**src/rtl/neuron_pkg.sv**
```systemverilog
// Shared types and helpers for the neuron compute elements: activation modes,
// FSM states, accumulator sizing and the shift/saturate used on results.
package neuron_pkg;

   typedef enum logic [1:0] {
      ACT_STEP  = 2'd0,
      ACT_RELU  = 2'd1,
      ACT_IDENT = 2'd2
   } act_mode_e;

   typedef enum logic {
      S_ACC = 1'b0,
      S_OUT = 1'b1
   } neuron_state_e;

   // Widest accumulator sat_shift can handle; callers sign-extend into it.
   localparam int MAX_ACC_W = 128;
   typedef logic signed [MAX_ACC_W-1:0] wide_t;

   // Smallest accumulator that holds bias plus input_count full-width products.
   function automatic int acc_w_min(input int data_w, input int input_count);
      return 2*data_w + $clog2(input_count) + 1;
   endfunction

   // Drop frac_w fraction bits (floor), then clamp to a signed data_w range.
   function automatic wide_t sat_shift(input wide_t acc, input int frac_w, input int data_w);
      wide_t r, hi, lo;
      r  = acc >>> frac_w;
      hi = (wide_t'(1) <<< (data_w-1)) - wide_t'(1);
      lo = -(wide_t'(1) <<< (data_w-1));
      if (r > hi)      return hi;
      else if (r < lo) return lo;
      else             return r;
   endfunction

endpackage

```
**src/rtl/neuron_activation.sv**
```systemverilog
// Combinational result path: accumulator -> fixed-point rescale -> saturate ->
// step / ReLU / identity. Pure logic so layer engines can register it as they like.
module neuron_activation
   import neuron_pkg::*;
#(
   parameter int DATA_W   = 16,
   parameter int FRAC_W   = 8,
   parameter int ACC_W    = 40,
   parameter int ACT_MODE = 0
) (
   input  logic signed [ACC_W-1:0]  acc,
   input  logic signed [DATA_W-1:0] threshold,
   output logic signed [DATA_W-1:0] result
);

   localparam logic signed [DATA_W-1:0] ONE = DATA_W'(1) << FRAC_W;

   if (ACT_MODE != int'(ACT_STEP) && ACT_MODE != int'(ACT_RELU) && ACT_MODE != int'(ACT_IDENT)) begin : g_bad_mode
      $error("neuron_activation: unsupported ACT_MODE %0d", ACT_MODE);
   end
   if (ACC_W > MAX_ACC_W) begin : g_bad_acc
      $error("neuron_activation: ACC_W %0d exceeds %0d", ACC_W, MAX_ACC_W);
   end

   logic signed [DATA_W-1:0] sat;

   assign sat = DATA_W'(sat_shift(MAX_ACC_W'(acc), FRAC_W, DATA_W));

   always_comb begin
      result = sat;
      case (ACT_MODE)
         int'(ACT_STEP):  result = (sat > threshold) ? ONE : '0;
         int'(ACT_RELU):  result = sat[DATA_W-1] ? '0 : sat;
         default:         result = sat;
      endcase
   end

endmodule

```
**src/rtl/seq_mac_neuron.sv**
```systemverilog
// Sequential neuron: streams INPUT_COUNT (x, w) beats into a signed accumulator
// seeded with bias, then presents the activated, saturated result on a valid/ready port.
module seq_mac_neuron
   import neuron_pkg::*;
#(
   parameter int INPUT_COUNT = 4,
   parameter int DATA_W      = 16,
   parameter int FRAC_W      = 8,
   parameter int ACC_W       = 40,
   parameter int ACT_MODE    = 0
) (
   input  logic                     clk,
   input  logic                     rst_n,
   input  logic                     clear,
   input  logic                     in_valid,
   output logic                     in_ready,
   input  logic signed [DATA_W-1:0] in_x,
   input  logic signed [DATA_W-1:0] in_w,
   input  logic signed [DATA_W-1:0] bias,
   input  logic signed [DATA_W-1:0] threshold,
   output logic                     out_valid,
   input  logic                     out_ready,
   output logic signed [DATA_W-1:0] out_data,
   output logic                     busy
);

   localparam int CNT_W = (INPUT_COUNT > 1) ? $clog2(INPUT_COUNT) : 1;
   localparam logic [CNT_W-1:0] LAST = CNT_W'(INPUT_COUNT-1);

   if (INPUT_COUNT < 1) begin : g_bad_cnt
      $error("seq_mac_neuron: INPUT_COUNT must be >= 1");
   end
   if (ACC_W < acc_w_min(DATA_W, INPUT_COUNT)) begin : g_bad_acc
      $error("seq_mac_neuron: ACC_W %0d below minimum %0d", ACC_W, acc_w_min(DATA_W, INPUT_COUNT));
   end

   neuron_state_e             state, state_nxt;
   logic [CNT_W-1:0]          cnt, cnt_nxt;
   logic signed [ACC_W-1:0]   acc, acc_nxt, acc_sum;
   logic signed [2*DATA_W-1:0] prod;
   logic signed [DATA_W-1:0]  thr, thr_sel, act_res;
   logic                      first, accept, busy_nxt, load_out;

   // First beat of a frame reseeds from bias instead of the stale accumulator,
   // so neither clear nor reset needs to zero acc.
   assign first   = (cnt == '0);
   assign accept  = in_valid & in_ready & ~clear;
   assign prod    = (2*DATA_W)'(in_x) * (2*DATA_W)'(in_w);
   assign acc_sum = (first ? (ACC_W'(bias) <<< FRAC_W) : acc) + ACC_W'(prod);
   assign thr_sel = first ? threshold : thr;

   assign out_valid = (state == S_OUT);

   neuron_activation #(
      .DATA_W  (DATA_W),
      .FRAC_W  (FRAC_W),
      .ACC_W   (ACC_W),
      .ACT_MODE(ACT_MODE)
   ) u_act (
      .acc      (acc_sum),
      .threshold(thr_sel),
      .result   (act_res)
   );

   always_comb begin
      state_nxt = state;
      cnt_nxt   = cnt;
      acc_nxt   = acc;
      busy_nxt  = busy;
      load_out  = 1'b0;
      if (clear) begin
         state_nxt = S_ACC;
         cnt_nxt   = '0;
         busy_nxt  = 1'b0;
      end else begin
         case (state)
            S_ACC: begin
               if (accept) begin
                  acc_nxt  = acc_sum;
                  busy_nxt = 1'b1;
                  if (cnt == LAST) begin
                     cnt_nxt   = '0;
                     state_nxt = S_OUT;
                     load_out  = 1'b1;
                  end else begin
                     cnt_nxt = cnt + CNT_W'(1);
                  end
               end
            end
            S_OUT: begin
               if (out_ready) begin
                  state_nxt = S_ACC;
                  busy_nxt  = 1'b0;
               end
            end
            default: state_nxt = S_ACC;
         endcase
      end
   end

   // in_ready is registered off the next state, which keeps it low for the
   // handshake cycle and through reset.
   always_ff @(posedge clk or negedge rst_n) begin
      if (!rst_n) begin
         state    <= S_ACC;
         cnt      <= '0;
         acc      <= '0;
         thr      <= '0;
         out_data <= '0;
         busy     <= 1'b0;
         in_ready <= 1'b0;
      end else begin
         state    <= state_nxt;
         cnt      <= cnt_nxt;
         acc      <= acc_nxt;
         busy     <= busy_nxt;
         in_ready <= (state_nxt == S_ACC);
         if (accept && first) thr <= threshold;
         if (load_out) out_data <= act_res;
      end
   end

endmodule

```
**config.mk**
```make
export PLATFORM = sky130hd
export DESIGN_NAME = seq_mac_neuron
export DESIGN_NICKNAME = d
export VERILOG_FILES = /design/src/rtl/neuron_pkg.sv /design/src/rtl/neuron_activation.sv /design/src/rtl/seq_mac_neuron.sv
export SDC_FILE = /design/constraint.sdc
export NUM_CORES = 1
export LEC_CHECK = 0
export ABC_AREA = 1
export ABC_CLOCK_PERIOD_IN_PS = 10650
export BUFFER_PORTS_ARGS = -buffer_cell sky130_fd_sc_hd__buf_2
export CAP_MARGIN = 25
export CORE_MARGIN = 2
export CORE_UTILIZATION = 38
export CTS_CLUSTER_DIAMETER = 100
export DETAILED_ROUTE_END_ITERATION = 12
export PLACE_DENSITY = 0.54
export REMOVE_ABC_BUFFERS = 1
export SETUP_SLACK_MARGIN = 0.15
export SLEW_MARGIN = 10
export SYNTH_ARGS = -nofsm -noshare
export SYNTH_HDL_FRONTEND = slang
export SYNTH_SLANG_ARGS = --single-unit
```
**constraint.sdc**
```tcl
create_clock -name clk -period 10.65 [get_ports clk]
set_input_delay 1.065 -clock clk [delete_from_list [all_inputs] [get_ports clk]]
set_output_delay 1.065 -clock clk [all_outputs]
set_load 0.1 [all_outputs]
```
### Word-level counts from Yosys, hierarchy flattened

Index checks and enable logic that the tools add are counted.

* flip-flop bits (word level): 77
* bits in latches: 0
* RAM bits: 0
* bits in read-only memories: 0
* bits of input ports: 69
* output and inout bits: 19
* logic and storage cells: 48
* memories: 0

* add/subtract/negate cells: 2
* multipliers: 1
* divide/modulo/power cells: 0
* magnitude comparators: 3
* equality and inequality tests: 4
* shift operators: 0
* multiplexer cells: 20
* bitwise gates (word level): 5
* reduce and logical (&&, ||, !) cells: 6

Operators with widths (number)
* 2-to-1 mux 16 bit: 3
* adder 40 x 32 -> 40 bit: 1
* 2-to-1 mux 40 bit: 1
* greater-than comparator 32 x 16 -> 1 bit (second input constant): 1
* less-than comparator 32 x 16 -> 1 bit (second input constant): 1
* multiplier 16 x 16 -> 32 bit: 1
* greater-than comparator 16 bit: 1
* 2-to-1 mux 1 bit: 9
* 2-to-1 mux 9 bit: 1
* 2-to-1 mux 2 bit: 4
* inequality test 3 bit (second input constant): 2
* case mux 1 bit (2 select lines): 2
* AND reduction 2 bit: 2
* inverter 1 bit: 3
* AND reduction 3 bit: 1
* adder 2 x 1 -> 2 bit (second input constant): 1
* AND 1 bit: 2
* equality test 2 bit (second input constant): 1
* logical NOT 2 bit: 1
* inequality test 2 bit (second input constant): 1
* nonzero test 2 bit: 1
* logical AND 1 bit: 1

### Longest topological paths before layout

Gate-level depths: netlist of the first run.

* depth in word-level cells: 8
* gate-level depth with buffers: 43
* depth with buffers taken out: 41

### Modules after synthesis

Synthesis of the first run repeated with hierarchy kept, for this count alone.

* cells, all modules: 2440
* area total of the unflattened synthesis: 17961.0 µm²

Modules (own cells, without submodules)
* seq_mac_neuron: instances 1, cells an instance 2300, area each 17169.0 µm², sequential area each 1926.8 µm²
* neuron_activation: instances 1, cells an instance 140, area each 792.0 µm², sequential area each 0.0 µm²

### Worst setup path before layout of the first run

OpenSTA, ideal clock, no wires.

* path kind: input to register
* start point: input in_w[6]
* end point: register out_data[8]
* library setup time: 0.134 ns
* arrival: 8.236 ns
* data required time: 10.516 ns
* slack: 2.279 ns
* stages on the path: 37
* path buffers: 3
* cells stage by stage: clkbuf_1 clkbuf_1 nand2_1 inv_1 fa_1 fa_1 inv_1 fa_1 fa_1 inv_1 fa_1 inv_1 fa_1 inv_1 ha_1 nand2_1 nor2_1 nand3_1 nor3_2 nand3_1 nand3_1 nand2_1 nand2_1 nand2_1 nor2_1 nand3b_1 nand2_2 buf_6 nand2_1 ha_1 a21oi_1 nor2_1 a211oi_1 o21ai_0 a21oi_1 xnor2_1 o21ai_0

* longest elaborated chain between the ends: 7

Ends and longest elaborated chain
* start, declared: RTL line seq_mac_neuron.sv:18 `input logic signed [DATA_W-1:0] in_w,`
* multiplier 16 x 16 -> 32 bit (*): RTL line seq_mac_neuron.sv:48 `assign prod = (2*DATA_W)'(in_x) * (2*DATA_W)'(in_w);`
* adder 40 x 32 -> 40 bit (*): RTL line seq_mac_neuron.sv:49 `assign acc_sum = (first ? (ACC_W'(bias) <<< FRAC_W) : acc) + ACC_W'(prod);`
* less-than comparator 32 x 16 -> 1 bit: RTL line neuron_pkg.sv:32 `else if (r < lo) return lo;`
* 2-to-1 mux 16 bit: RTL line neuron_pkg.sv:32
* 2-to-1 mux 16 bit (*): RTL line neuron_pkg.sv:31 `if (r > hi) return hi;`
* greater-than comparator 16 bit (*): RTL line neuron_activation.sv:32 `int'(ACT_STEP): result = (sat > threshold) ? ONE : '0;`
* 2-to-1 mux 9 bit (*): RTL line neuron_activation.sv:32
* end signal, assigned: RTL line seq_mac_neuron.sv:119 `if (load_out) out_data <= act_res;`
* end, declared: RTL line seq_mac_neuron.sv:23 `output logic signed [DATA_W-1:0] out_data,`

Mark *: on every way between the ends. The rest lies on a longest branch, timed or not.
A chain may end at the register's enable or synchronous reset.

### Worst setup path in the final report of the first run

* start point: input in_x[15]
* end point: register out_data[8]

* longest elaborated chain between the ends: 7

Ends and longest elaborated chain
* start, declared: RTL line seq_mac_neuron.sv:17 `input logic signed [DATA_W-1:0] in_x,`
* multiplier 16 x 16 -> 32 bit (*): RTL line seq_mac_neuron.sv:48
* adder 40 x 32 -> 40 bit (*): RTL line seq_mac_neuron.sv:49
* less-than comparator 32 x 16 -> 1 bit: RTL line neuron_pkg.sv:32
* 2-to-1 mux 16 bit: RTL line neuron_pkg.sv:32
* 2-to-1 mux 16 bit (*): RTL line neuron_pkg.sv:31
* greater-than comparator 16 bit (*): RTL line neuron_activation.sv:32
* 2-to-1 mux 9 bit (*): RTL line neuron_activation.sv:32

Marked as above.

==> impl_summary.txt, run 1 <==
----------------------------------------------------
[Run status]
  Outcome ... finished, final reports clean

[STA]
  Smallest hold slack ... 0.478 ns
  Final number of max-transition violations ... 0
  Min Clock Period, post-route ... 8.90 ns
  Final-report hold violation count ... 0
  Total negative slack ... 0 ns
  Unrepaired setup endpoints after global routing ... false
  Transition at the pin with the smallest max-transition slack ... 0.909 ns
  Period utilisation layout ... 83.5%
  Fmax ... 112 MHz
  Count of endpoints failing setup in the final report ... 0
  Final setup skew ... 0.00750 ns
  Worst slew margin ... 39.2%

[CTS]
  Total of hold buffers inserted after clock tree synthesis ... 0
  Clk buf depth ... 2
  Post-CTS setup-driven buffer insertion count ... 0
  Root buffer cell ... sky130_fd_sc_hd__clkbuf_16
  Number of sinks on the clock net ... 62
  Cts bufs inserted ... 9
  Number of gates resized after CTS ... 0
  Reg clk slew, reported paths ... 0.06 ns
  CTS tree ... built
  Clk_lat worst skew ... 0.34 ns
  H-tree levels ... 3

[Synth]
  Warnings from Yosys ... 0
  Post-Synthesis Cells ... 2327
  Post-synth ARST share ... 100%
  Post-synth design cell area ... 0.0173 mm^2
  Count of flip-flops with a built-in enable after synthesis ... 0
  Cell types with the largest area share after synthesis ... sky130_fd_sc_hd__fa_1 (38%), sky130_fd_sc_hd__inv_1 (15%), sky130_fd_sc_hd__nand2_1 (14%)
  Number of distinct standard cells referenced by the synthesized netlist ... 44
  Mapped Avg Cell Area ... 7.44 um^2
  Post-synth top area share ... 38.1%
  Primary flip-flop cell chosen by synthesis mapping ... sky130_fd_sc_hd__dfrtp_1
  Portion of the post-synthesis area used by sequential elements ... 8.96%
  Largest area contributor in the netlist ... sky130_fd_sc_hd__fa_1
  Count of state elements after synthesis ... 62

[Floorplanning]
  Chip Height ... 217 um
  Width of the chip ... 217 um
  Cell row count ... 78
  Ports ... 88
  Effective utilization at floorplan ... 38.3%
  Die footprint ... 0.0473 mm^2
  Area of the core ... 0.0452 mm^2

[Min path]
  Number of cells traversed by the worst hold path ... 2
  Min-delay worst type ... register to register
  Endpoint, Worst Hold ... thr[13]
  Hold_sp ... thr[13]

[Routing]
  DR iter-0 viols ... 703
  Detail Route Antenna Nets ... 0
  Routed WL per cell ... 15.5 um
  First drt pass iteration count ... 5
  Final Routed Wirelength ... 45500 um
  Vias per std cell ... 4.61
  Post-route DRC violation count ... 0
  Via count ... 13500

[Worst setup path]
  Endpoint of the worst register-to-register path ... out_data[8]
  Critical path's largest stage delay ... 0.78 ns
  Classification of the worst setup path ... input port to register
  Peak fanout along the critical path ... 16
  Setup crit start kind ... input port
  Register-to-register path setup slack ... 2.59 ns
  Launch instance of the worst register-to-register path ... cnt[0]
  Crit-path slowest cell ... sky130_fd_sc_hd__fa_1
  Largest delay share family, worst path ... adder cells
  Critical Path Sink Type ... register
  Bufs and invs on worst path ... 6
  Worst R2R Path Depth ... 34
  Data arrival time at the worst-slack endpoint ... 9.11 ns
  Worst Path Required ... 10.86 ns

[Global route]
  Number of global-route vias before repair ... 14600
  Wire length of the first global-routing pass ... 76900 um
  GRT Residual Overflow ... 0
  Pin count of the biggest net entering global routing ... 63
  Total GRT Usage ... 20.6%
  Initial antenna violation count ... 0

[Layout]
  Final net count ... 2863
  Area growth from synthesis to layout ... 6.00%
  Total inserted antenna cells ... 0
  Ratio of cells with drive above 1 in the final layout ... 6.08%
  Count of placed standard cells in the final layout, fillers left out ... 2936

[Placed design]
  Placer's final routability congestion estimate ... 0.944
  Number of input and output port buffers inserted ... 72
  DP HPWL ... 39800 um
  Post-Place Cells ... 2920

[Run]
  Max-cap violations ... 0

----------------------------------------------------
## cell usage in the layout, fill, tap and decap left out, types with 3 or more instances in the layout
master / instances
sky130_fd_sc_hd__inv_1: 680
sky130_fd_sc_hd__nand2_1: 624
sky130_fd_sc_hd__fa_1: 330
sky130_fd_sc_hd__ha_1: 132
sky130_fd_sc_hd__nor2_1: 109
sky130_fd_sc_hd__o21ai_0: 92
sky130_fd_sc_hd__buf_2: 72
sky130_fd_sc_hd__dfrtp_1: 62
sky130_fd_sc_hd__nand3_1: 41
sky130_fd_sc_hd__a21oi_1: 33
sky130_fd_sc_hd__xor2_1: 18
sky130_fd_sc_hd__nor2_2: 16
sky130_fd_sc_hd__conb_1: 15
sky130_fd_sc_hd__nand2_2: 12
sky130_fd_sc_hd__nand4_1: 12
sky130_fd_sc_hd__xnor2_1: 9
sky130_fd_sc_hd__clkbuf_16: 9
sky130_fd_sc_hd__o21bai_1: 6
sky130_fd_sc_hd__nand3b_1: 6
sky130_fd_sc_hd__buf_4: 5
sky130_fd_sc_hd__inv_2: 4
sky130_fd_sc_hd__nor3_1: 4
sky130_fd_sc_hd__o21a_1: 4
sky130_fd_sc_hd__nand3_2: 4
sky130_fd_sc_hd__a31oi_1: 3
sky130_fd_sc_hd__clkinvlp_4: 3
## cell usage after synthesis, drive strengths merged, types with 6 or more instances
cell type / number
nor3: 6
o21ai: 92
nand4: 13
nand2: 636
nand3b: 6
inv: 684
a21oi: 35
ha: 133
nand3: 45
o21bai: 7
xor2: 18
dfrtp: 62
xnor2: 9
nor2: 127
fa: 330
buf: 19
clkbuf: 79
## logic make-up after synthesis
family	after synthesis	share of synthesized area, %
AO/OA/AOI/OAI	149	4.70
adder cells (fa/ha/maj)	463	47.7
buffers and inverters	784	17.4
flip-flops	62	8.96
AND/OR/NAND/NOR	841	19.8
other	1	0.0217
XOR/XNOR	27	1.37
## worst max path at each step
stage / from / end / slack (ns) / cells past startpoint
finish: in_x[15] / out_data[8] / 1.75 / 33
global route: in_x[15] / out_data[8] / 0.79 / 34
floorplan: in_x[15] / out_data[8] / 2.55 / 34
global placement: in_x[15] / out_data[8] / 1.32 / 35
CTS: in_x[15] / out_data[8] / 1.58 / 35
detailed placement: in_x[15] / out_data[8] / 1.23 / 33
## metrics by stage
stage / worst slack, ns / utilization, % / cell area [um^2]
CTS: 1.58 / 40.6 / 18400
global placement: 1.32 / 40.0 / 18100
finish: 1.75 / 40.6 / 18400
global route: 0.788 / 40.6 / 18400
detailed placement: 1.23 / 40.0 / 18100
floorplan: 2.55 / - / 16900
## worst min-delay path, delay by kind of cell (launching register included)
| family | cells | cell delay [ns] |
|---|---|---|
| flip-flops | 1 | 0.34 |
| AND/OR/NAND/NOR | 1 | 0.05 |
| AO/OA/AOI/OAI | 1 | 0.05 |
## registers in the layout (all words and copies together), names as in the netlist
| name | cells |
|---|---|
| acc | 40 |
| busy | 1 |
| cnt | 2 |
| in_ready | 1 |
| out_data | 1 |
| out_valid | 1 |
| thr | 16 |
## metal layers
layer | wire (um) | GRT usage (%) | part of all wire, %
met5 | 0 | 0 | 0
met4 | 690 | 3.70 | 1.5
met3 | 1260 | 1.45 | 2.8
met2 | 22200 | 35.8 | 49
met1 | 21300 | 28.5 | 47
## cell type report
class	count	area (um^2)
inverter	686	2570
tap	600	751
multi-input combinational	1495	12800
clock buffer	9	225
sequential	62	1550
clock inverter	7	50.0
fill	4763	26800
timing repair buffer	77	398
Power of run 1 is not shown: default switching activity piles up to over one toggle a cycle in this logic, so the estimate is an artifact.
==> inputs of run 2 (changes only) <==
--- a/config.mk
+++ b/config.mk
@@ -6,7 +6,7 @@
 export NUM_CORES = 1
 export LEC_CHECK = 0
 export ABC_AREA = 1
-export ABC_CLOCK_PERIOD_IN_PS = 10650
+export ABC_CLOCK_PERIOD_IN_PS = 8400
 export BUFFER_PORTS_ARGS = -buffer_cell sky130_fd_sc_hd__buf_2
 export CAP_MARGIN = 25
 export CORE_MARGIN = 2
==> constraint.sdc (replaced) <==
create_clock -name clk -period 8.4 [get_ports clk]
set_input_delay 0.84 -clock clk [delete_from_list [all_inputs] [get_ports clk]]
set_output_delay 0.84 -clock clk [all_outputs]
set_load 0.1 [all_outputs]
==> run 2 against run 1 <==
Net effect:
- die area unchanged
- utilization increased by 1.6 points
- non-clock buffer count is 48 higher
- design area increased by 3.9%
- worst setup slack got worse by 1.2 ns
- via count is 1.1% higher
- hold slack worse by 0.010 ns
- register-to-register slack worse by 1.7 ns
- critical path depth grew 1
- critical endpoint unchanged
==> impl_summary.txt, run 2 (synthesis gave the netlist of run 1 again) <==
----------------------------------------------------
[Min path]
  Min-delay worst type ... register to register
  Hold_sp ... busy

[Floorplanning]
  Chip Height ... 217 um (unchanged)
  Width of the chip ... 217 um (unchanged)
  Ports ... 88 (unchanged)
  Area of the core ... 0.0452 mm^2 (unchanged)
  Effective utilization at floorplan ... 38.3% (unchanged)
  Die footprint ... 0.0473 mm^2 (unchanged)
  Cell row count ... 78 (unchanged)

[STA]
  Final number of max-transition violations ... 0 (unchanged)
  Final-report hold violation count ... 0 (unchanged)
  Min Clock Period, post-route ... 7.85 ns
  Worst slew margin ... 40.9% (+1.6 points)
  Unrepaired setup endpoints after global routing ... false
  Fmax ... 127 MHz
  Total negative slack ... 0 ns (unchanged)
  Period utilisation layout ... 93.4%
  Final setup skew ... 0.0106 ns (+0.00309 ns)
  Transition at the pin with the smallest max-transition slack ... 0.885 ns (-0.0245 ns)
  Count of endpoints failing setup in the final report ... 0 (unchanged)

[Placed design]
  Number of input and output port buffers inserted ... 72 (unchanged)
  DP HPWL ... 41500 um (+4.3%)
  Placer's final routability congestion estimate ... 0.951 (+0.67%)

[Worst setup path]
  Setup crit start kind ... input port
  Bufs and invs on worst path ... 7 (+1)
  Register-to-register path setup slack ... 0.92 ns (-1.67 ns)
  Classification of the worst setup path ... input port to register
  Endpoint of the worst register-to-register path ... out_data[8]
  Crit-path slowest cell ... sky130_fd_sc_hd__fa_2
  Worst R2R Path Depth ... 34 (unchanged)
  Worst Path Required ... 8.62 ns (-2.24 ns)
  Launch point of the critical path ... in_w[7]
  Critical path capture point ... out_data[8]
  Launch instance of the worst register-to-register path ... cnt[0]
  Data arrival time at the worst-slack endpoint ... 8.07 ns (-1.04 ns)
  Critical Path Sink Type ... register
  Critical path's largest stage delay ... 0.60 ns (-0.18 ns)
  Peak fanout along the critical path ... 8 (-8)
  Largest delay share family, worst path ... adder cells
  Stages on worst setup path ... 34 (+3.0%)

[CTS]
  Reg clk slew, reported paths ... 0.06 ns (about the same)
  Clk_lat worst skew ... 0.35 ns (about the same)
  Root buffer cell ... sky130_fd_sc_hd__clkbuf_16
  H-tree levels ... 3 (unchanged)
  Total of hold buffers inserted after clock tree synthesis ... 0 (unchanged)
  Clk buf depth ... 2 (unchanged)
  CTS tree ... built
  Cts bufs inserted ... 9 (unchanged)
  Number of sinks on the clock net ... 62 (unchanged)

[Global route]
  Initial antenna violation count ... 0 (unchanged)
  Pin count of the biggest net entering global routing ... 84 (+33%)
  Wire length of the first global-routing pass ... 78000 um (+1.5%)
  Number of global-route vias before repair ... 14700 (+0.49%)
  Total GRT Usage ... 21.1% (+0.48 points)
  GRT Residual Overflow ... 0 (unchanged)

[Routing]
  Via count ... 13700 (+1.1%)
  DR iter-0 viols ... 644 (-8.4%)
  Post-route DRC violation count ... 0 (unchanged)
  Vias per std cell ... 4.59 (-0.55%)
  Final Routed Wirelength ... 46800 um (+2.9%)
  Routed WL per cell ... 15.7 um (+1.2%)
  Detail Route Antenna Nets ... 0 (unchanged)
  First drt pass iteration count ... 5 (unchanged)

[Layout]
  Final net count ... 2912 (+1.7%)
  Most frequent cells in the layout ... sky130_fd_sc_hd__inv_1 (677), sky130_fd_sc_hd__nand2_1 (615), sky130_fd_sc_hd__fa_1 (326), sky130_fd_sc_hd__ha_1 (124), sky130_fd_sc_hd__nor2_1 (103)
  Area growth from synthesis to layout ... 10.1%
  Largest register FFs ... 40 (unchanged)
  Largest register by flop count ... acc
  Regs by FF count ... acc x40, thr x16, cnt x2
  Total inserted antenna cells ... 0 (unchanged)
  Ratio of cells with drive above 1 in the final layout ... 9.77% (+3.7 points)
  Most common cell after layout, fill and taps aside ... sky130_fd_sc_hd__inv_1

[Run]
  Max-cap violations ... 0 (unchanged)

[Run status]
  Outcome ... finished, final reports clean

----------------------------------------------------
[run 2: area by class of cell]
class	instances	area, um^2
fillers	4698	26100
multi-input cells	1496	13000
inverters	686	2580
flip-flops and latches	62	1550
repair buffers	125	847
well taps	600	751
clock buffers	10	239
clock inverters	6	92.6
[run 2: layer usage]
metal / part of all wire, % / track usage [%] / vias to the layer above / wire length, um
met4: 2.7 / 5.94 / 0 / 1270
met2: 48 / 35.8 / 224 / 22500
li1: - / - / 6702 / -
met5: 0 / 0 / - / 0
met3: 3.4 / 2.15 / 59 / 1600
met1: 46 / 28.6 / 6712 / 21400
[run 2: what timing repair did]
action | CTS | global route
endpoints found under the setup margin | 1 | 1
pin swaps | 0 | 9
gates resized for setup | 1 | 70
cloned | 0 | 1
setup buffers | 0 | 6
[run 2: how the worst min path moves through the flow]
stage | end | slack [ns] | cells past startpoint
2_1_floorplan | thr[10] | 0.45 | 2
3_3_place_gp | thr[12] | 0.46 | 2
3_5_place_dp | busy | 0.46 | 2
4_1_cts | busy | 0.48 | 2
5_1_grt | busy | 0.50 | 2
6_report | busy | 0.47 | 2
[run 2: per-stage QoR]
| stage | hold slack [ns] | worst slack (ns) | instance area (um^2) | instances | util, % |
|---|---|---|---|---|---|
| 2_1_floorplan | 0.448 | 0.526 | 16900 | 2243 | - |
| 3_3_place_gp | 0.463 | -0.140 | 18400 | 2962 | 40.8 |
| 3_5_place_dp | 0.460 | -0.186 | 18400 | 2962 | 40.8 |
| 4_1_cts | 0.476 | 0.166 | 18800 | 2978 | 41.5 |
| 5_1_grt | 0.505 | 0.138 | 19100 | 2985 | 42.2 |
| 6_report | 0.467 | 0.551 | 19100 | 2985 | 42.2 |
[run 2: tightest hold or removal path, stage by stage (launching register included)]
cell and delay [ns]:
sky130_fd_sc_hd__dfrtp_1 0.34, sky130_fd_sc_hd__nand2_1 0.05, sky130_fd_sc_hd__nand2_1 0.05
Power of run 2 is left out for the same reason.
